## config.mk

```make
export PLATFORM = sky130hd
export DESIGN_NAME = fetch_stage
export DESIGN_NICKNAME = d
export VERILOG_FILES = /design/src/rtl/fetch_pkg.sv /design/src/rtl/fetch_fifo.sv /design/src/rtl/fetch_stage.sv
export SDC_FILE = /design/constraint.sdc
export NUM_CORES = 1
export LEC_CHECK = 0
export ABC_AREA = 1
export BUFFER_PORTS_ARGS = -buffer_cell sky130_fd_sc_hd__buf_4
export CELL_PAD_IN_SITES_DETAIL_PLACEMENT = 1
export CELL_PAD_IN_SITES_GLOBAL_PLACEMENT = 2
export CORE_MARGIN = 2
export CORE_UTILIZATION = 31
export CTS_CLUSTER_DIAMETER = 120
export DETAILED_ROUTE_END_ITERATION = 6
export PLACE_DENSITY = 0.81
export SYNTH_ARGS = -nofsm -noshare
export SYNTH_HDL_FRONTEND = slang
export SYNTH_SLANG_ARGS = --single-unit
```

## constraint.sdc

```tcl
create_clock -name clk -period 5.2 [get_ports clk]
set_input_delay 0.26 -clock clk [delete_from_list [all_inputs] [get_ports clk]]
set_output_delay 0.26 -clock clk [all_outputs]
set_load 0.005 [all_outputs]
```

## src/rtl/fetch_pkg.sv

```systemverilog
// Shared pipeline types for the front end: address/instruction widths and
// the {pc, inst} entry carried from fetch to decode.
package fetch_pkg;

  localparam int WADDR_W = 62;
  localparam int INST_W  = 32;

  typedef struct packed {
    logic [63:0]       pc;
    logic [INST_W-1:0] inst;
  } fetch_entry_t;

  localparam int ENTRY_W = $bits(fetch_entry_t);

endpackage

```

## src/rtl/fetch_fifo.sv

```systemverilog
// Circular instruction buffer between the memory read port and decode.
// Flush wins over push/pop; storage is not reset, consumers gate on count.
module fetch_fifo
  import fetch_pkg::*;
#(
  parameter int DEPTH = 2
) (
  input  logic                         clk,
  input  logic                         rst_n,
  input  logic                         push,
  input  logic [ENTRY_W-1:0]           push_data,
  input  logic                         pop,
  input  logic                         flush,
  output logic [$clog2(DEPTH+1)-1:0]   count,
  output logic [ENTRY_W-1:0]           head_data
);

  localparam int PTR_W = $clog2(DEPTH);
  localparam logic [PTR_W-1:0] LAST = PTR_W'(DEPTH - 1);

  logic [ENTRY_W-1:0] mem [DEPTH];
  logic [PTR_W-1:0]   head;
  logic [PTR_W-1:0]   tail;

  function automatic logic [PTR_W-1:0] next_ptr(input logic [PTR_W-1:0] p);
    return (p == LAST) ? '0 : p + 1'b1;
  endfunction

  always_ff @(posedge clk or negedge rst_n) begin
    if (!rst_n) begin
      head  <= '0;
      tail  <= '0;
      count <= '0;
    end else if (flush) begin
      head  <= '0;
      tail  <= '0;
      count <= '0;
    end else begin
      if (push) tail <= next_ptr(tail);
      if (pop)  head <= next_ptr(head);
      case ({push, pop})
        2'b10:   count <= count + 1'b1;
        2'b01:   count <= count - 1'b1;
        default: ;
      endcase
    end
  end

  always_ff @(posedge clk) begin
    if (push && !flush) mem[tail] <= push_data;
  end

  assign head_data = mem[head];

endmodule

```

## src/rtl/fetch_stage.sv

```systemverilog
// Instruction fetch: sequential PC, one-cycle memory read port, a small
// buffer toward decode, redirect flush and halt/stall handling.
module fetch_stage
  import fetch_pkg::*;
#(
  parameter logic [63:0] RESET_PC = 64'h0,
  parameter int          DEPTH    = 2
) (
  input  logic        clk,
  input  logic        rst_n,
  output logic [63:2] mem_raddr,
  input  logic [31:0] mem_rdata,
  input  logic        redirect_valid,
  input  logic [63:0] redirect_pc,
  input  logic        d_stall,
  input  logic        halt,
  output logic        f_valid,
  output logic [31:0] f_inst,
  output logic [63:0] f_pc
);

  logic [WADDR_W-1:0]         pc;
  logic [WADDR_W-1:0]         inflight_pc;
  logic                       inflight;
  logic [$clog2(DEPTH+1)-1:0] fifo_count;
  logic                       push;
  logic                       pop;
  logic                       issue;
  fetch_entry_t               push_entry;
  fetch_entry_t               head_entry;
  logic [ENTRY_W-1:0]         head_bits;
  logic                       redirect_lsb_unused;

  assign redirect_lsb_unused = ^redirect_pc[1:0];

  assign mem_raddr = pc;
  assign f_valid   = (fifo_count != '0);
  assign pop       = f_valid && !d_stall;
  assign push      = inflight && !redirect_valid;

  // Buffered plus in-flight never exceeds DEPTH, so a push into a full
  // buffer is always paired with a pop.
  assign issue = !halt && !redirect_valid &&
                 (((int'(fifo_count) + int'(inflight)) < DEPTH) || pop);

  always_comb begin
    push_entry      = '0;
    push_entry.pc   = {inflight_pc, 2'b00};
    push_entry.inst = mem_rdata;
  end

  assign head_entry = fetch_entry_t'(head_bits);
  assign f_inst     = f_valid ? head_entry.inst : '0;
  assign f_pc       = f_valid ? head_entry.pc : '0;

  always_ff @(posedge clk or negedge rst_n) begin
    if (!rst_n) begin
      pc          <= RESET_PC[63:2];
      inflight    <= 1'b0;
      inflight_pc <= '0;
    end else if (redirect_valid) begin
      pc       <= redirect_pc[63:2];
      inflight <= 1'b0;
    end else begin
      inflight <= issue;
      if (issue) begin
        pc          <= pc + 1'b1;
        inflight_pc <= pc;
      end
    end
  end

  fetch_fifo #(.DEPTH(DEPTH)) u_fifo (
    .clk       (clk),
    .rst_n     (rst_n),
    .push      (push),
    .push_data (push_entry),
    .pop       (pop),
    .flush     (redirect_valid),
    .count     (fifo_count),
    .head_data (head_bits)
  );

endmodule

```

==> run summary <==
min-delay worst type: primary input to flip-flop
Post-synth ARST share: 40.7%
Pins Over Slew Limit: 0
nets: 2032
Syn Area/Cell: 8.89 µm²
CTS clk-pin slew, worst paths: 0.06 ns
worst-margin pin slew: 1.17 ns
CTS resizes: 0
Synth Register Bits: 317
Seq/Total Area, Yosys: 61.1%
final hold viol count: 0
Die X: 220 µm
buffer count from post-CTS setup fixing: 0
crit start category: flip-flop
Period minus WS final: 3.08 ns
crit end category: output pin
Worst-Skew Late Latency: 0.56 ns
Max Fclk: 324 MHz
Via Count: 12300
FILL cells: 5381
clk sinks: 317
initial DRC count: 650
Setup TNS: 0 ns
initial antenna violation count: 0
status: completed
Detail Route Antenna Nets: 0
Synth top area share: 38.9%
total power draw: 7330 µW
H-tree levels: 2
number of vias per cell: 4.81
number of cell rows: 79
GR Overflow Total: 0
1st-pass router iterations: 4
clk_skew: 0.0299 ns
number of port buffers: 255
CTS Root Buffer Type: clkbuf_16
CTS buffer count: 37
# Max-Cap Violations: 0
ys flop type: edfxtp_1
Worst Path Required: 4.94 ns
gr usage total: 21.0%
Post-Place Cells: 2442
FF/Latch Area: 8870 µm²
CORE AREA: 46400 µm²
initial core utilization: 31.3%
Setup-failing EPs final: 0
CP Max Fanout: 50
post-synthesis cell area: 14500 µm²
vias in the first global route: 12700
part of the cycle the worst path needs: 59.3%
EDFF count, synth: 188
die footprint: 48600 µm²
PD cells: 390 nW/µm²
Synth Instances: 1634
Worst EP arrival: 2.82 ns
final hold slack: 0.0140 ns
Yosys warnings: 0
Rel. slew slack: 21.9%
Yosys cell types: 29
Vert. Die Dim: 220 µm
Multi-input gate area: 4880 µm²
ANT cells: 0
share of layout cells above drive strength 1: 18.5%
CTS tree: yes
dominant cell type by area after synthesis: edfxtp_1
Synth area leaders: edfxtp_1, dfrtp_1, nand2_1
crit path kind: flip-flop to output pin
Non-Filler Instances: 2564
Pleak: 0.00815 µW
DRC: 0
unrepaired setup endpoints after global routing: no
Worst VDD drop: 0.000198 V
Ports: 260
CTS Hold Buffers Added: 56
DR WL/cell: 20.0 µm
Area Overhead vs Synth: 29.3%
final WL: 51200 µm
Placer Congestion: 0.852
largest net degree at the start of global routing: 97
Longest Clk Path Bufs: 3
DP HPWL: 35900 µm
first-pass GRT wire length: 76500 µm
## cells in the mapped netlist, types with 6 or more instances
library cell  number
nor2_1           223
o21ai_0           55
nor2_2             8
nand2_2           10
clkbuf_1          28
o211ai_1           8
dfrtp_1          129
buf_4              6
nand2_1          542
edfxtp_1         188
buf_1             10
a21oi_1           96
nand3_1          118
xor2_1             9
buf_2             22
inv_1            125
o21ai_1           24
## layout by cell type, fill, tap and decap left out, types with 2 or more instances in the layout
cell	instances
clkinv_2	9
o21ai_1	24
nor2_8	2
nand2_4	5
nand2_1	542
xnor2_1	3
xor2_1	9
nor2_1	220
bufinv_16	2
inv_1	124
buf_12	2
inv_2	5
a21oi_1	96
nor2_4	8
o21ai_0	55
dfrtp_1	128
nand3_1	118
nand2_2	9
nor2_2	8
nand3b_1	4
o211ai_1	8
buf_4	265
dlygate4sd3_1	56
clkinvlp_4	3
clkbuf_16	39
clkbuf_8	2
edfxtp_1	188
nand4_1	5
conb_1	2
clkinv_1	4
clkbuf_1	8
## metal layers
| metal | vias up | wire (µm) | track usage [%] |
|---|---|---|---|
| li1 | 5884 | - | - |
| met1 | 6150 | 23100 | 28.2 |
| met2 | 234 | 24400 | 34.8 |
| met3 | 71 | 2310 | 3.66 |
| met4 | 0 | 1350 | 6.11 |
| met5 | - | 0 | 0 |
## path summary, 6_finish.rpt
check | endpoint | slack (ns) | start | depth (start not counted)
min in group asynchronous | mem_raddr[54] | 0.35 | rst_n | 2
worst max register to register | mem_raddr[30] | 2.27 | u_fifo.count[0] | 8
max in group asynchronous | mem_raddr[41] | 3.67 | rst_n | 3
worst min register to register | u_fifo.mem[0][56] | 0.47 | inflight_pc[24] | 0
worst min-delay path | mem_raddr[21] | 0.01 | redirect_pc[21] | 5
worst max-delay path | f_pc[45] | 2.12 | u_fifo.head | 5
## metrics by stage
step           util [%]  setup WS, ns  cell area [µm²]
2_1_floorplan         -        0.0957            14500
3_3_place_gp       36.7          2.10            17000
3_5_place_dp       36.7          2.09            17000
4_1_cts            40.5          2.01            18800
5_1_grt            40.5          1.92            18800
6_report           40.5          2.12            18800
## state kept, by name, indices dropped and copies added, names as in the netlist
register	cells
u_fifo.head	1
u_fifo.mem	188
u_fifo.count	2
inflight_pc	62
u_fifo.tail	1
inflight	1
mem_raddr	62
## power breakdown
| group | switching (µW) | internal [µW] | total [µW] |
|---|---|---|---|
| clock network | 1060 | 1500 | 2560 |
| registers | 269 | 2970 | 3240 |
| logic | 899 | 630 | 1530 |
## critical path, stage by stage, from the launching register on
cell and delay [ns]:
dfrtp_2 0.40, inv_2 0.65, buf_4 0.63, nand2_1 0.13, a21oi_1 0.24, buf_4 0.15
## area by class of cell
class                      count  share of cell area [%]
clock inverter                17                   0.806
sequential                   317                    47.3
inverter                     131                    2.62
timing repair buffer         323                    13.8
multi-input combinational   1120                    26.0
clock buffer                  49                    5.50
tap                          607                    4.04
## cells by family (layout without fill, tap and decap cells)
logic type / count (synthesis) / in the layout / synth area share [%]
buffers and inverters: 198 / 520 / 5.52
adder cells (fa/ha/maj): 1 / 1 / 0.0862
XOR/XNOR: 12 / 12 / 0.724
other: 1 / 2 / 0.0258
flip-flops: 317 / 317 / 61.1
AO/OA/AOI/OAI: 183 / 183 / 6.45
AND/OR/NAND/NOR: 922 / 922 / 26.1
(Power assumes the default switching activity.)
